File: src/rtl/rca_pkg.sv
// rtl/rca_pkg.sv - shared types and constants for the chunked ripple-carry adder
package rca_pkg;

  localparam int SLICE_W = 4;

  typedef enum logic [1:0] {
    IDLE = 2'd0,
    RUN  = 2'd1,
    DONE = 2'd2
  } state_t;

  // Operand width must split evenly into slices and span at least two of them.
  function automatic bit width_ok(input int w);
    return ((w % SLICE_W) == 0) && (w >= 2 * SLICE_W);
  endfunction

endpackage

File: src/rtl/rca4_slice.sv
// rtl/rca4_slice.sv - 4-bit ripple-carry slice of four full-adder cells
// c3 is the carry into the slice MSB, used by the parent for signed overflow.
module rca4_slice
  import rca_pkg::*;
(
  input  logic [SLICE_W-1:0] a,
  input  logic [SLICE_W-1:0] b,
  input  logic               ci,
  output logic [SLICE_W-1:0] s,
  output logic               c3,
  output logic               c4
);

  logic [SLICE_W:0] c;

  assign c[0] = ci;

  for (genvar i = 0; i < SLICE_W; i++) begin : g_fa
    assign s[i]   = a[i] ^ b[i] ^ c[i];
    assign c[i+1] = (a[i] & b[i]) | (c[i] & (a[i] ^ b[i]));
  end

  assign c3 = c[SLICE_W-1];
  assign c4 = c[SLICE_W];

endmodule

File: src/rtl/rca_chunk_sequencer.sv
// rtl/rca_chunk_sequencer.sv - multi-cycle wide adder sequencing one shared 4-bit slice
// Operands are consumed LSB nibble first; the sum is assembled from the MSB side of S.
module rca_chunk_sequencer
  import rca_pkg::*;
#(
  parameter int WIDTH = 16
) (
  input  logic             clk,
  input  logic             rst,
  input  logic             in_valid,
  output logic             in_ready,
  input  logic [WIDTH-1:0] A,
  input  logic [WIDTH-1:0] B,
  input  logic             C0,
  output logic             out_valid,
  input  logic             out_ready,
  output logic [WIDTH-1:0] S,
  output logic             C_OUT,
  output logic             OVF,
  output logic             busy
);

  localparam int CHUNKS = WIDTH / SLICE_W;
  localparam int CNT_W  = $clog2(CHUNKS);
  localparam logic [CNT_W-1:0] LAST_CHUNK = CNT_W'(CHUNKS - 1);

  state_t             state;
  logic [WIDTH-1:0]   a_reg;
  logic [WIDTH-1:0]   b_reg;
  logic               carry;
  logic [CNT_W-1:0]   cnt;

  logic [SLICE_W-1:0] slice_s;
  logic               slice_c3;
  logic               slice_c4;

  rca4_slice u_slice (
    .a  (a_reg[SLICE_W-1:0]),
    .b  (b_reg[SLICE_W-1:0]),
    .ci (carry),
    .s  (slice_s),
    .c3 (slice_c3),
    .c4 (slice_c4)
  );

  always_ff @(posedge clk) begin
    if (rst) begin
      assert (width_ok(WIDTH));
      state     <= IDLE;
      in_ready  <= 1'b1;
      out_valid <= 1'b0;
      busy      <= 1'b0;
      S         <= '0;
      C_OUT     <= 1'b0;
      OVF       <= 1'b0;
      cnt       <= '0;
      carry     <= 1'b0;
      a_reg     <= '0;
      b_reg     <= '0;
    end else begin
      case (state)
        IDLE: begin
          if (in_valid) begin
            a_reg    <= A;
            b_reg    <= B;
            carry    <= C0;
            cnt      <= '0;
            state    <= RUN;
            in_ready <= 1'b0;
            busy     <= 1'b1;
          end
        end

        RUN: begin
          a_reg <= a_reg >> SLICE_W;
          b_reg <= b_reg >> SLICE_W;
          S     <= {slice_s, S[WIDTH-1:SLICE_W]};
          carry <= slice_c4;
          // Counter parks at the last chunk; only the accept edge rewinds it.
          if (cnt == LAST_CHUNK) begin
            C_OUT     <= slice_c4;
            OVF       <= slice_c3 ^ slice_c4;
            state     <= DONE;
            out_valid <= 1'b1;
          end else begin
            cnt <= cnt + 1'b1;
          end
        end

        DONE: begin
          if (out_ready) begin
            state     <= IDLE;
            out_valid <= 1'b0;
            busy      <= 1'b0;
            in_ready  <= 1'b1;
          end
        end

        default: begin
          state     <= IDLE;
          in_ready  <= 1'b1;
          out_valid <= 1'b0;
          busy      <= 1'b0;
        end
      endcase
    end
  end

endmodule

File: config.mk
export PLATFORM = sky130hd
export DESIGN_NAME = rca_chunk_sequencer
export DESIGN_NICKNAME = d
export VERILOG_FILES = /design/src/rtl/rca_pkg.sv /design/src/rtl/rca4_slice.sv /design/src/rtl/rca_chunk_sequencer.sv
export SDC_FILE = /design/constraint.sdc
export NUM_CORES = 1
export LEC_CHECK = 0
export CORE_UTILIZATION = 43
export CTS_CLUSTER_DIAMETER = 100
export DETAILED_ROUTE_END_ITERATION = 8
export PLACE_DENSITY = 0.75
export SLEW_MARGIN = 5
export SYNTH_ARGS = -nofsm -noshare
export SYNTH_HDL_FRONTEND = slang
export SYNTH_HIERARCHICAL = 1
export SYNTH_SLANG_ARGS = --single-unit
File: constraint.sdc
create_clock -name clk -period 4.83 [get_ports clk]
set_clock_uncertainty 0.2 [all_clocks]
set_input_delay 0.966 -clock clk [delete_from_list [all_inputs] [get_ports clk]]
set_output_delay 0.966 -clock clk [all_outputs]
set_load 0.005 [all_outputs]
==> flow_summary_export.csv <==
group,metric,value,unit
detailed_routing,wl_per_cell,12.66,um
synthesis,synth_edf_count,0,
synthesis,synthMuxAreaShare,0.09255,
floorplan,fp.dieW,81.30,um
critical_path,crit_required,4890,ps
floorplan,initial_core_util,0.4513,
synthesis,synthArstFlopShare,0,
detailed_routing,via_count,2033,
synthesis,netlist_instances,274,
synthesis,synth_top_area_cell,"dfxtp_1",
timing,rsz0062_at_grt,"false",
synthesis,yosysSeqAreaShare,0.4294,
clock_tree,post-cts-setup-buffers,0,
detailed_routing,wirelength,5075,um
place,io_buffers,57,
clock_tree,cts-root-buf,"clkbuf_8",
detailed_routing,drtIter0Drc,86,
cells_and_area,fin_nets,363,
critical_path,critPathCaptureType,"flip-flop",
timing,setup_tns,0,ps
grt,grt_pass1_wl,8749,um
synthesis,synth-seq-cells,58,
timing,setup_viol,0,
clock_tree,cts_sinks,58,
place,gp_congestion,0.6951,
synthesis,synth_top_flop_cell,"dfxtp_1",
clock_tree,clkLatencyLatePin,330,ps
power,p_per_area,325.9,nW/um^2
synthesis,yosys.area_share.simple,0.1462,
synthesis,syn_area,2704,um^2
grt,antenna_found_initial,0,
status,status,"completed",
timing,maxSlewViolCount,0,
timing,fin_crit_sh,0.5342,
power,vdd_ir_drop_max,0.1997,mV
grt,grt.total_usage,0.1774,
detailed_routing,avgViaCountPerCell,5.070,
synthesis,synth_top_area_share,0.4294,
grt,grt_pass1_vias,1856,
critical_path,critical_path_peak_fanout,50,
synthesis,synth.yosys.warnings,6,
synthesis,synth_compound_area_frac,0.2092,
floorplan,chipHeight,81.30,um
floorplan,dieArea,6609,um^2
grt,gr-total-overflow,0,
floorplan,io_pins,58,
floorplan,fp-row-count,28,
critical_path,start_kind,"input port",
timing,relSlewSlack,0.2498,
floorplan,coreArea,5991,um^2
flow_run,max_cap_violations,0,
timing,max_freq,387.5,MHz
critical_path,r2r_slack,2410,ps
detailed_routing,drt.antenna.violating_nets,0,
detailed_routing,drc,0,
synthesis,ys_top_cells_by_area,"dfxtp_1 (43%), a211oi_2 (12%), mux2i_1 (9.3%)",
min_path,hp-class,"flip-flop to flip-flop",
timing,hold_viol,0,
synthesis,yosys.area_share.adder,0.03424,
timing,setup_ws,2250,ps
timing,period_needed,2580,ps
clock_tree,cts_resized,0,
power,p_total,0.001091,W
detailed_routing,dr.pass1.iters,5,
critical_path,cp.arrival,2640,ps
synthesis,synthesis.nets,316,
timing,worst_pin_slew,1123,ps
clock_tree,cts_hold_buf,0,
synthesis,synthXorXnorAreaFrac,0.003239,
clock_tree,htreeDepth,3,
power,p_leak,1.224,nW
synthesis,syn_area_per_cell,9.868,um^2
place,place_ws,1918,ps
grt,grt_max_degree,51,
clock_tree,cts_buffer_depth,2,
cells_and_area,diodes,0,
critical_path,path_class,"input port to flip-flop",
synthesis,ys_types,34,
clock_tree,numCtsBuffers,9,
cells_and_area,areaGrowthSynthToFinish,23.79,%
clock_tree,cts.clk_slew.worst_paths,60,ps
cells_and_area,drive_gt1_frac,0.1687,
clock_tree,cts_tree,"yes",
synthesis,synth_top_family_by_area,"compound AO/OA/AOI/OAI gates",
place,place_hpwl,3421,um
-- cells in the final DEF (no fill, tap or decap), types with 2 or more instances in the layout --
| cell | instances |
|---|---|
| a211oi_2 | 25 |
| a21oi_1 | 24 |
| a22oi_1 | 7 |
| a31oi_1 | 2 |
| buf_4 | 2 |
| clkbuf_1 | 3 |
| clkbuf_8 | 10 |
| clkdlybuf4s50_1 | 56 |
| clkinv_2 | 3 |
| dfxtp_1 | 57 |
| fa_1 | 4 |
| inv_1 | 9 |
| mux2i_1 | 25 |
| nand2_1 | 39 |
| nand2b_1 | 3 |
| nand3_1 | 4 |
| nor2_1 | 27 |
| nor2_2 | 10 |
-- Yosys cell counts (2+ instances only) --
cell type / count
dfxtp_1: 58
nand2_1: 39
nor2_1: 27
a211oi_2: 25
mux2i_1: 25
a21oi_1: 24
nor2_2: 10
inv_1: 9
a22oi_1: 7
buf_6: 7
buf_8: 4
clkbuf_1: 4
fa_1: 4
nand3_1: 4
buf_2: 3
nand2b_1: 3
a31oi_1: 2
buf_1: 2
buf_4: 2
-- kinds of logic after synthesis --
| logic type | count (synthesis) |
|---|---|
| simple gates | 88 |
| flops | 58 |
| xor+xnor | 1 |
| mux | 25 |
| fa+ha+maj | 5 |
| buf+inv | 32 |
| compound gates | 65 |
-- per-stage QoR --
step	hold WS (ps)	std cells	util	cell area (um^2)
2_1_floorplan	248.3	274	-	2704
3_3_place_gp	241.0	385	0.5313	3183
3_5_place_dp	248.2	385	0.5313	3183
4_1_cts	255.2	401	0.5587	3347
5_1_grt	285.0	401	0.5587	3347
6_report	251.6	401	0.5587	3347
-- final timing paths --
path	start	to	depth (start not counted)
hold reg to reg	OVF	OVF	2
setup / recovery	in_valid	a_reg[9]	4
setup reg to reg	a_reg[0]	OVF	9
hold / removal	OVF	OVF	2
-- final cells by class --
type                            instances  area (um^2)
Inverter                                9        33.78
Fill cell                             549         2644
Tap cell                               75        93.84
Multi-Input combinational cell        184         1313
Timing Repair Buffer                   59        580.6
Clock inverter                          3        15.01
Sequential cell                        58         1162
Clock buffer                           13        148.9
-- per-layer routing --
layer / routed length (um) / GRT usage / share of wire / vias to the layer above
met5: 0 / 0 / 0 / -
met4: 56 / 0.05893 / 0.011 / 0
met3: 304 / 0.07303 / 0.060 / 10
met2: 2323 / 0.2658 / 0.46 / 61
met1: 2391 / 0.2290 / 0.47 / 933
li1: - / - / - / 1029
-- power by group --
part           internal, W  leakage [nW]  switching, W
Sequential        0.000511         0.477     0.0000209
Combinational    0.0000912         0.660     0.0000910
Clock             0.000198        0.0872      0.000179
Total             0.000800          1.22      0.000291
-- worst max-delay path, stage by stage --
cell and delay [ps]:
clkdlybuf4s50_1 620, o21ba_4 690, nor2_1 120, a211oi_2 210
Power figures use the tool's default switching activity.
